`src/rtl/ram_scan_pkg.sv`:
```
// Shared types and segment constants for the lab RAM scan controller.
// Active-low 7-segment patterns, bit 6 = segment g.
package ram_scan_pkg;

  typedef enum logic [1:0] {
    StRead,
    StWait,
    StHold,
    StYield
  } scan_state_e;

  localparam logic [6:0] SEG_BLANK = 7'b1111111;

  localparam logic [6:0] SEG_0 = 7'b1000000;
  localparam logic [6:0] SEG_1 = 7'b1111001;
  localparam logic [6:0] SEG_2 = 7'b0100100;
  localparam logic [6:0] SEG_3 = 7'b0110000;
  localparam logic [6:0] SEG_4 = 7'b0011001;
  localparam logic [6:0] SEG_5 = 7'b0010010;
  localparam logic [6:0] SEG_6 = 7'b0000010;
  localparam logic [6:0] SEG_7 = 7'b1111000;
  localparam logic [6:0] SEG_8 = 7'b0000000;
  localparam logic [6:0] SEG_9 = 7'b0010000;
  localparam logic [6:0] SEG_A = 7'b0001000;
  localparam logic [6:0] SEG_B = 7'b0000011;
  localparam logic [6:0] SEG_C = 7'b1000110;
  localparam logic [6:0] SEG_D = 7'b0100001;
  localparam logic [6:0] SEG_E = 7'b0000110;
  localparam logic [6:0] SEG_F = 7'b0001110;

endpackage

```
`src/rtl/hex_seg_lut.sv`:
```
// Combinational hex digit to active-low 7-segment decoder.
module hex_seg_lut
  import ram_scan_pkg::*;
(
  input  logic [3:0] nibble,
  output logic [6:0] seg
);

  always_comb begin
    unique case (nibble)
      4'h0: seg = SEG_0;
      4'h1: seg = SEG_1;
      4'h2: seg = SEG_2;
      4'h3: seg = SEG_3;
      4'h4: seg = SEG_4;
      4'h5: seg = SEG_5;
      4'h6: seg = SEG_6;
      4'h7: seg = SEG_7;
      4'h8: seg = SEG_8;
      4'h9: seg = SEG_9;
      4'hA: seg = SEG_A;
      4'hB: seg = SEG_B;
      4'hC: seg = SEG_C;
      4'hD: seg = SEG_D;
      4'hE: seg = SEG_E;
      4'hF: seg = SEG_F;
    endcase
  end

endmodule

```
`src/rtl/ram_scan_ctrl.sv`:
```
// Scan sequencer and RAM port arbiter with hex readout.
// HEX_ADDR_DISP_EN enables the address digit decoders; otherwise they are blanked.
module ram_scan_ctrl
  import ram_scan_pkg::*;
#(
  parameter int unsigned ADDR_WIDTH   = 5,
  parameter int unsigned DATA_WIDTH   = 4,
  parameter int unsigned DWELL_CYCLES = 50_000_000
) (
  input  logic                  clk,
  input  logic                  reset_n,
  input  logic                  run,
  input  logic                  step,
  input  logic                  wr_req,
  output logic                  wr_gnt,
  output logic                  rd_en,
  output logic [ADDR_WIDTH-1:0] rd_addr,
  input  logic [DATA_WIDTH-1:0] rd_data,
  output logic [6:0]            data_hex,
  output logic [6:0]            addr_hex0,
  output logic [6:0]            addr_hex1
);

  localparam int unsigned DwellW = $clog2(DWELL_CYCLES);
  localparam logic [DwellW-1:0] DwellLast = DwellW'(DWELL_CYCLES - 1);

  scan_state_e           state_q, state_d;
  logic [ADDR_WIDTH-1:0] addr_q, addr_d;
  logic [DwellW-1:0]     dwell_q, dwell_d;
  logic [DATA_WIDTH-1:0] data_q, data_d;
  logic                  valid_q, valid_d;
  logic                  gnt_q, gnt_d;

  always_ff @(posedge clk or negedge reset_n) begin
    if (!reset_n) begin
      state_q <= StRead;
      addr_q  <= '0;
      dwell_q <= '0;
      data_q  <= '0;
      valid_q <= 1'b0;
      gnt_q   <= 1'b0;
    end else begin
      state_q <= state_d;
      addr_q  <= addr_d;
      dwell_q <= dwell_d;
      data_q  <= data_d;
      valid_q <= valid_d;
      gnt_q   <= gnt_d;
    end
  end

  always_comb begin
    state_d = state_q;
    addr_d  = addr_q;
    dwell_d = '0;
    data_d  = data_q;
    valid_d = valid_q;
    unique case (state_q)
      StRead: state_d = StWait;
      StWait: begin
        data_d  = rd_data;
        valid_d = 1'b1;
        state_d = wr_req ? StYield : StHold;
      end
      StHold: begin
        // Write requests win over scan and step; step is ignored while running.
        if (wr_req) begin
          state_d = StYield;
        end else if (run) begin
          if (dwell_q == DwellLast) begin
            addr_d  = addr_q + ADDR_WIDTH'(1);
            state_d = StRead;
          end else begin
            dwell_d = dwell_q + DwellW'(1);
          end
        end else if (step) begin
          addr_d  = addr_q + ADDR_WIDTH'(1);
          state_d = StRead;
        end
      end
      StYield: begin
        // Re-read the same address so any user write shows up.
        if (!wr_req) state_d = StRead;
      end
      default: state_d = StRead;
    endcase
    gnt_d = (state_d == StYield);
  end

  // Gated by reset so the port stays idle while held in reset.
  assign rd_en   = (state_q == StRead) & reset_n;
  assign wr_gnt  = gnt_q;
  assign rd_addr = addr_q;

  logic [6:0] data_seg;

  hex_seg_lut u_data_lut (
    .nibble(data_q[3:0]),
    .seg   (data_seg)
  );

  assign data_hex = valid_q ? data_seg : SEG_BLANK;

`ifdef HEX_ADDR_DISP_EN
  logic [3:0] addr_hi;
  assign addr_hi = 4'(addr_q >> 4);

  hex_seg_lut u_addr_lo_lut (
    .nibble(addr_q[3:0]),
    .seg   (addr_hex0)
  );

  hex_seg_lut u_addr_hi_lut (
    .nibble(addr_hi),
    .seg   (addr_hex1)
  );
`else
  assign addr_hex0 = SEG_BLANK;
  assign addr_hex1 = SEG_BLANK;
`endif

endmodule
```
`config.mk`:
```
export PLATFORM = sky130hd
export DESIGN_NAME = ram_scan_ctrl
export DESIGN_NICKNAME = d
export VERILOG_FILES = /design/src/rtl/ram_scan_pkg.sv /design/src/rtl/hex_seg_lut.sv /design/src/rtl/ram_scan_ctrl.sv
export SDC_FILE = /design/constraint.sdc
export NUM_CORES = 1
export LEC_CHECK = 0
export BUFFER_PORTS_ARGS = -buffer_cell sky130_fd_sc_hd__buf_2
export CORE_ASPECT_RATIO = 1.75
export CORE_MARGIN = 2
export CORE_UTILIZATION = 39
export DETAILED_ROUTE_END_ITERATION = 12
export PLACE_DENSITY = 0.62
export RECOVER_POWER = 50
export SETUP_SLACK_MARGIN = 0.15
export SYNTH_ARGS = -nofsm -noshare
export SYNTH_HDL_FRONTEND = slang
export SYNTH_SLANG_ARGS = --single-unit
```
`constraint.sdc`:
```
create_clock -name clk -period 5.49 [get_ports clk]
set_input_delay 1.098 -clock clk [delete_from_list [all_inputs] [get_ports clk]]
set_output_delay 1.098 -clock clk [all_outputs]
set_load 0.05 [all_outputs]
```
==> impl_metrics.yaml, run 1 <==
grt:
  grtUsageMet3_pct: 3.48
  grt_max_degree: 41
  grt_pass1_vias: 1597
  met1_usage_pct: 13.6
  grt_first_pass_wirelength_mm: 6.89
  use_met2_pct: 26.4
  top_usage_layer: "met2"
  grt_use_total_pct: 14.1
  overflow: 0
  antenna_found_initial: 0
synth:
  ys_warn_count: 0
  synthTopCellsByArea: "dfrtp_1 44%, xor2_1 9.1%, nor2_1 5.4%"
  syn_area_sq_um: 2230
  async_reset_ff_share_pct: 100
  synth_seq_cells: 39
  synth-main-ff-cell: "dfrtp_1"
  synth_cell_types: 40
  seq_area_frac_synth_pct: 43.8
  yosys.area.top_type: "dfrtp_1"
  synth-edff-count: 0
  avgSynthCellArea_sq_um: 9.98
  synthCells: 223
  synth.top_cell.area_share_pct: 43.8
drt:
  drcViolationCount: 0
  vias_per_cell: 4.87
  dr.pass1.iters: 4
  drt_iter0_drc: 42
  ant_nets: 0
  routed_wl_mm: 4.03
  avgRoutedWirePerCell_um: 12.4
  vias: 1578
worst_hold_path:
  holdPathEnd: "rd_addr[4]$_DFFE_PN0P_"
  hold-path-cell-count: 1
  worstHoldPathType: "reg -> reg"
  worstHoldStart: "rd_addr[4]$_DFFE_PN0P_"
power:
  p_leak_nw: 1.05
  peakVddDrop_uv: 114
  power.density_nw_per_um2: 360
  power_uw: 873
worst_setup_path:
  critical_path.max_stage_delay_ns: 0.41
  path_class: "in -> out"
  r2r_setup_slack_ns: 3.27
  required_ns: 4.39
  crit_chain: "buf_2 -> buf_4 -> and2_1 -> buf_2"
  r2r-start: "dwell_q[10]$_DFF_PN0_"
  cpMaxStageDelayCell: "buf_4"
  critPathCaptureType: "primary output"
  crit_fanout: 40
  r2r_cells: 4
  start_kind: "primary input"
  critical_path.most_common_cell: "buf_2"
  timing.rr.end: "dwell_q[12]$_DFF_PN0_"
  cp.arrival_ns: 2.05
finish:
  area_growth_pct: 8.94
  layout_commonest_cell: "dfrtp_1"
  drive_gt1_share_pct: 17.3
  fin_nets: 264
  fill_cells: 577
  final_cell_mix: "39 x dfrtp_1, 32 x nor2_1, 23 x xor2_1, 21 x buf_2, 18 x nand3_1"
  num_antenna_cells: 0
floorplan:
  start_util_pct: 40.2
  die_w_um: 61.1
  rows: 36
  die-area_sq_um: 6350
  ios: 37
  die_y_um: 104
  design.core.area_sq_um: 5540
timing:
  hold_viol: 0
  relSlewSlack_pct: 45.2
  fin_tns_setup_ns: 0
  finalCritPeriodShare_pct: 57.4
  setup_viol: 0
  max_freq_mhz: 317
  rsz0062_at_grt: "false"
  layout_min_cycle_time_ns: 3.15
  finalClockSkew_ns: 0.00275
  worst_pin_slew_ns: 0.821
  timing.hold.ws_ns: 0.463
  slew_violations: 0
clock_network:
  clock_latency_ns: 0.28
  cts_tree: "built"
  cts_resized: 0
  clk_pin_slew_ns: 0.07
  cts_buffers: 5
  cts_setup_buffers: 0
  ctsHoldBuffers: 0
  h-tree-depth: 2
  clock-root-buffer: "clkbuf_8"
  clk_path_buf_depth: 2
  cts_sinks: 39
placement:
  routabilityCongestion: 0.809
  hpwl_mm: 2.97
  io_buffer_count: 22
run:
  maxCapViolations: 0
outcome:
  status: "finished clean"
-- where the power goes --
group	switching [mW]	total, mW	internal, mW
logic	0.251	0.345	0.0937
clock network	0.0921	0.181	0.0891
registers	0.0359	0.347	0.311
total	0.379	0.873	0.494
-- worst max-delay path by stage --
| stage | end | cells past startpoint | slack, ns | startpoint |
|---|---|---|---|---|
| 2_1_floorplan | data_hex[5] | 3 | 2.47 | data_q[3]$_DFFE_PN0N_ |
| 3_3_place_gp | rd_en | 4 | 2.31 | reset_n |
| 3_5_place_dp | rd_en | 4 | 2.29 | reset_n |
| 4_1_cts | rd_en | 4 | 2.29 | reset_n |
| 5_1_grt | rd_en | 4 | 2.22 | reset_n |
| 6_report | rd_en | 4 | 2.34 | reset_n |
-- state kept, by name (all words and copies together), names as in the netlist --
name	flops
data_q	4
dwell_q	26
rd_addr	5
state_q	2
valid_q	1
wr_gnt	1
-- per-stage QoR --
stage               instances  area (sq um)  setup slack (ns)  util, %
finish                    324          2420              2.34     43.8
global route              324          2420              2.22     43.8
CTS                       324          2430              2.29     43.8
detailed placement        316          2340              2.29     42.3
global placement          316          2340              2.31     42.3
floorplan                 236          2270              2.47        -
-- synthesized netlist by cell type, drive strengths merged (2+ instances only) --
| library cell | instances |
|---|---|
| a211o | 2 |
| buf | 18 |
| dfrtp | 39 |
| ha | 8 |
| inv | 8 |
| mux2 | 3 |
| mux2i | 4 |
| nand2 | 14 |
| nand2b | 2 |
| nand3 | 19 |
| nand4 | 8 |
| nor2 | 33 |
| nor2b | 3 |
| nor3 | 5 |
| nor4 | 5 |
| o211ai | 5 |
| o21ai | 5 |
| or2 | 2 |
| xnor2 | 5 |
| xor2 | 23 |
-- worst max-delay path: cells and delay by family --
kind | cells | cell delay (ns)
buffers and inverters | 3 | 0.74
AND/OR/NAND/NOR | 1 | 0.19
-- kinds of logic after synthesis --
group	count (synthesis)	synth area share [%]
and+or+nand+nor	97	23.5
DFF	39	43.8
xor gates and xnor gates	28	11.0
buffers and inverters	27	7.76
AOI/OAI and AO/OA	15	4.89
adders and majority gates	8	4.50
muxes	8	4.33
other	1	0.168
-- final cells by class --
| type | count | area, sq um | area share (%) |
|---|---|---|---|
| clock buffer | 7 | 76.3 | 3.15 |
| inverter | 8 | 30.0 | 1.24 |
| tap | 76 | 95.1 | 3.92 |
| timing repair buffer | 23 | 116 | 4.80 |
| multi-input combinational | 170 | 1130 | 46.4 |
| sequential | 39 | 976 | 40.2 |
| clock inverter | 1 | 5.00 | 0.206 |
-- layer usage --
metal	vias up	part of all wire [%]
met2	24	55
met3	6	2.7
met4	0	1.9
met1	773	40
li1	775	-
met5	-	0
No activity file was read; power rests on OpenSTA's default activity.
==> inputs of run 2 (changes only) <==
Settings changed: ABC_AREA set to 1, PLACE_DENSITY 0.62 to 0.63.
Clock period 5.49 ns to 2.8 ns, I/O delays scaled along.
==> run 2 against run 1 <==
Effect of this change:
- via count increased by 39%
- worst setup slack lost 1.9 ns
- combinational power grew 94%
- area after synthesis grew 16%
==> impl_metrics.yaml, run 2 <==
finish:
  num_antenna_cells: 0
  fill_cells: 661
  area_growth_pct: 11.2
  fin_nets: 397
  drive_gt1_share_pct: 15.2
  layout_commonest_cell: "nand2_1"
  final_cells: 463
  final_cell_mix: "85 x nand2_1, 72 x nor2_1, 39 x dfrtp_1, 37 x inv_1"
  largest-register: "dwell_q"
  largest_reg_flops: 26
power:
  switching_share_pct: 43.0
  power_frac_seq_pct: 35.2
  p_switching_uw: 821
  clkPwrFrac_pct: 29.7
  power.internal_mw: 1.09
  p_leak_nw: 1.30
  peakVddDrop_uv: 343
  power_mw: 1.91
  combPwrFrac_pct: 35.1
  power.density_nw_per_um2: 668
synth:
  synth_compound_area_share_pct: 3.89
  synth_seq_cells: 39
  synth_cell_types: 33
  synthSimpleGateAreaFrac_pct: 37.8
  synthMuxAreaShare_pct: 0
  synth_top_family_by_area: "simple AND/OR/NAND/NOR gates"
  synthTopCellsByArea: "dfrtp_1 38%, nand2_1 12%, nor2_1 11%"
  avgSynthCellArea_sq_um: 7.24
  seq_area_frac_synth_pct: 38.0
  yosys.area.top_type: "dfrtp_1"
  async_reset_ff_share_pct: 100
  ys_warn_count: 0
  synthAdderAreaFrac_pct: 3.89
  syn_area_sq_um: 2570
  synth-main-ff-cell: "dfrtp_1"
  synth.top_cell.area_share_pct: 38.0
  synthCells: 355
  synth-edff-count: 0
  yosysMostFrequentCell: "nand2_1"
  synth_commonest_cells: "85 x nand2_1, 72 x nor2_1, 39 x dfrtp_1"
  synth_xor_area_share_pct: 5.11
worst_setup_path:
  path_class: "reg -> out"
  crit_family: "buffers and inverters"
  cpMaxStageDelayCell: "dfrtp_1"
  crit_fanout: 6
  crit_chain: "inv_1 -> ha_1 -> inv_1 -> nor3_1 -> a31oi_1 -> o2111ai_1 -> buf_2"
  worst-path-buf-inv: 3
  r2r_setup_slack_ns: 1.15
  start_kind: "register"
  critical_path.max_stage_delay_ns: 0.43
  critPathCaptureType: "primary output"
  cp.arrival_ns: 1.80
  critical_path.most_common_cell: "inv_1"
  required_ns: 2.24
drt:
  routed_wl_mm: 5.65
  dr.pass1.iters: 4
  vias: 2194
  vias_per_cell: 4.74
  drt_iter0_drc: 55
  drcViolationCount: 0
  ant_nets: 0
  avgRoutedWirePerCell_um: 12.2
timing:
  slew_violations: 0
  layout_min_cycle_time_ns: 2.36
  setup_slack_ns: 0.441
  worst_pin_slew_ns: 0.511
  finalClockSkew_ns: 0.00576
  fin_tns_setup_ns: 0
  finalCritPeriodShare_pct: 84.3
  setup_viol: 0
  rsz0062_at_grt: "false"
  hold_viol: 0
  relSlewSlack_pct: 65.9
  max_freq_mhz: 424
clock_network:
  clk_path_buf_depth: 2
  ctsHoldBuffers: 0
  cts_buffers: 5
  clock-root-buffer: "clkbuf_16"
  clk_pin_slew_ns: 0.06
  clock_latency_ns: 0.29
  cts_sinks: 39
  cts_resized: 0
  cts_tree: "built"
  cts_setup_buffers: 0
  h-tree-depth: 2
floorplan:
  die_w_um: 65.4
  die-area_sq_um: 7280
  rows: 39
  die_y_um: 111
  design.core.area_sq_um: 6440
  start_util_pct: 39.9
  ios: 37
placement:
  place_ws_ns: 0.780
  hpwl_mm: 4.42
  routabilityCongestion: 0.920
  dp_cells: 455
  io_buffer_count: 22
grt:
  overflow: 0
  grt_use_total_pct: 17.2
  grt_max_degree: 40
  grt_pass1_vias: 2136
  antenna_found_initial: 0
  grt_first_pass_wirelength_mm: 9.71
run:
  maxCapViolations: 0
worst_hold_path:
  worstHoldPathType: "in -> async"
outcome:
  status: "finished clean"
run 2: cell count changes in the layout (fill, tap and decap cells not counted), moves of 4 or more:
cell,delta
a21oi_1,+7
clkbuf_16,+5
clkbuf_8,-5
inv_1,+29
mux2i_1,-4
nand2_1,+71
nand2_2,+5
nand3_1,+4
nor2_1,+40
nor2_2,+8
nor3_1,+4
o211ai_1,-4
xor2_1,-14
run 2: cell type report:
type / instances / area (sq um) / share of cell area [%]
sequential: 39 / 976 / 34.1
clock inverter: 3 / 20.0 / 0.700
multi-input combinational: 269 / 1360 / 47.4
clock buffer: 5 / 125 / 4.38
inverter: 41 / 154 / 5.38
tap: 82 / 103 / 3.59
timing repair buffer: 24 / 125 / 4.38
run 2: routing by layer:
metal	vias up	routed length, um	GRT usage, %
met5	-	0	0
met4	0	217	9.72
met3	13	130	2.53
met2	38	3150	31.5
met1	1018	2150	18.0
li1	1125	-	-
run 2: through the flow:
step,hold WS (ns),instance area [sq um],util (%)
finish,0.331,2860,44.4
global route,0.381,2860,44.4
CTS,0.358,2860,44.4
detailed placement,0.500,2710,42.1
global placement,0.499,2710,42.1
floorplan,0.264,2620,-
run 2: power groups by stage:
stage               clock network (mW)  logic, mW  registers (mW)
CTS                              0.580      0.673           0.670
floorplan                            0      0.491           0.722
global route                     0.609      0.724           0.681
detailed placement                   0      0.672           0.681
global placement                     0      0.668           0.676
finish                           0.568      0.670           0.671
run 2: final timing paths:
check | endpoint | start | depth (start not counted)
setup / recovery | data_hex[0] | data_q[1]$_DFFE_PN0N_ | 7
hold / removal | state_q[0]$_DFF_PN0_ | reset_n | 2
setup reg to reg | rd_addr[1]$_DFFE_PN0P_ | dwell_q[0]$_DFF_PN0_ | 10
hold reg to reg | dwell_q[0]$_DFF_PN0_ | dwell_q[0]$_DFF_PN0_ | 1
max in group asynchronous | dwell_q[2]$_DFF_PN0_ | reset_n | 2
min in group clk | dwell_q[0]$_DFF_PN0_ | dwell_q[0]$_DFF_PN0_ | 1
run 2: cells by family (layout without fill, tap and decap cells):
kind of cell / count (synthesis) / in the layout
compound gates: 17 / 17
xor+xnor: 15 / 15
fa+ha+maj: 8 / 8
buf+inv: 60 / 73
flops: 39 / 39
other cells: 1 / 14
simple gates: 215 / 215
==> inputs of run 3 (changes only) <==
Clock period 2.8 ns to 2 ns, I/O delays scaled along.
==> run 3 against run 2 <==
Effect of this change:
- register-to-register slack lost 0.81 ns
- clock power grew 64%
- routed wire length grew 10%
- critical path depth is the same
- cell area grew 11%
- die area is the same
- critical path type unchanged
- critical endpoint unchanged
- largest cell class unchanged
==> impl_metrics.yaml, run 3 (synthesis results as in run 2) <==
outcome:
  status: "finished clean"
drt:
  ant_nets: 0
  avgRoutedWirePerCell_um: 13.0
  vias: 2257
  routed_wl_mm: 6.22
  vias_per_cell: 4.73
  dr.pass1.iters: 4
  drt_iter0_drc: 47
  drcViolationCount: 0
worst_setup_path:
  cp.arrival_ns: 1.55
  timing.rr.end: "dwell_q[23]$_DFF_PN0_"
  crit_start: "data_q[1]$_DFFE_PN0N_"
  worst-path-buf-inv: 3
  required_ns: 1.60
  start_kind: "register"
  worstSetupEndpoint: "data_hex[0]"
  path_class: "reg -> out"
  critPathCaptureType: "primary output"
  r2r-start: "dwell_q[0]$_DFF_PN0_"
  critical_path.max_stage_delay_ns: 0.40
  crit_fanout: 4
  crit_family: "flip-flops"
  r2r_setup_slack_ns: 0.34
  cpMaxStageDelayCell: "dfrtp_1"
  crit_chain: "inv_2 -> ha_4 -> inv_4 -> nor3_4 -> a31oi_2 -> o2111ai_2 -> buf_6"
  r2r_cells: 10
  worstSetupPathDepth: 7
floorplan:
  ios: 37
  start_util_pct: 39.9
  rows: 39
  die_y_um: 111
  design.core.area_sq_um: 6440
  die-area_sq_um: 7280
  die_w_um: 65.4
run:
  maxCapViolations: 0
placement:
  place_ws_ns: 0.124
  dp_cells: 456
  routabilityCongestion: 0.854
  hpwl_mm: 4.44
  io_buffer_count: 22
grt:
  overflow: 0
  grt_max_degree: 40
  grt_use_total_pct: 18.7
  grt_first_pass_wirelength_mm: 10.4
  antenna_found_initial: 0
  grt_pass1_vias: 2263
timing:
  setup_viol: 0
  relSlewSlack_pct: 35.7
  max_freq_mhz: 512
  timing.hold.ws_ns: 0.354
  slew_violations: 0
  worst_pin_slew_ns: 0.964
  finalClockSkew_ns: 0.00550
  fin_tns_setup_ns: 0
  hold_viol: 0
  layout_min_cycle_time_ns: 1.95
  finalCritPeriodShare_pct: 97.6
  rsz0062_at_grt: "true"
  setup_slack_ns: 0.0471
finish:
  regArea_sq_um: 980
  fin_nets: 411
  largest_reg_flops: 26
  largest-register: "dwell_q"
  num_antenna_cells: 0
  final_cell_mix: "82 x nand2_1, 71 x nor2_1, 36 x dfrtp_1, 33 x inv_1, 21 x nand3_1"
  final_cells: 477
  drive_gt1_share_pct: 24.3
  area_growth_pct: 23.2
  fill_cells: 643
  multi_input_area_sq_um: 1470
  fin_util_pct: 49.2
  layout_commonest_cell: "nand2_1"
clock_network:
  clk_path_buf_depth: 2
  cts_buffers: 5
  h-tree-depth: 2
  cts_tree: "built"
  clock-root-buffer: "clkbuf_16"
  clk_pin_slew_ns: 0.06
  cts_sinks: 39
  clock_latency_ns: 0.29
power:
  power.density_nw_per_um2: 1040
  p_leak_nw: 1.41
  peakVddDrop_uv: 492
worst_hold_path:
  worstHoldPathType: "in -> async"
run 3: worst min path at each step:
stage,to,slack [ns],cells after the start
floorplan,data_q[0]$_DFFE_PN0N_,0.10,0
global placement,dwell_q[0]$_DFF_PN0_,0.49,1
detailed placement,dwell_q[0]$_DFF_PN0_,0.50,1
CTS,rd_addr[0]$_DFFE_PN0P_,0.20,2
global route,data_q[3]$_DFFE_PN0N_,0.38,3
finish,rd_addr[0]$_DFFE_PN0P_,0.35,2
run 3: report_power, final:
part	leakage [nW]	switching, mW	internal [mW]	total [mW]
clock	0.0868	0.314	0.620	0.934
sequential	0.514	0.0773	0.854	0.931
combinational	0.811	0.917	0.500	1.42
total	1.41	1.31	1.97	3.28
run 3: timing repair:
item / in CTS / in global routing
pin swaps: 7 / 8
resized for setup: 33 / 15
setup buffers: 10 / 3
hold buffers: 0 / 0
endpoints found under the setup margin: 7 / 7
run 3: area by class of cell:
type / count / share of cell area (%)
Multi-Input combinational cell: 269 / 46.4
Clock inverter: 2 / 1.11
Tap cell: 82 / 3.24
Timing Repair Buffer: 38 / 8.81
Sequential cell: 39 / 30.9
Clock buffer: 6 / 4.38
Inverter: 41 / 5.17
run 3: stage by stage:
stage / total power, mW / area [sq um]
2_1_floorplan: 1.73 / 2640
4_1_cts: 3.16 / 3090
5_1_grt: 3.43 / 3170
6_report: 3.28 / 3170
3_5_place_dp: 1.93 / 2740
3_3_place_gp: 1.93 / 2740
run 3: metal layers:
layer  up-vias  track usage [%]  part of all wire, %
met2        41             36.3                   59
li1       1150                -                    -
met3        12             3.23                  2.3
met4         0             8.61                  3.3
met1      1054             18.2                   35
met5         -                0                    0
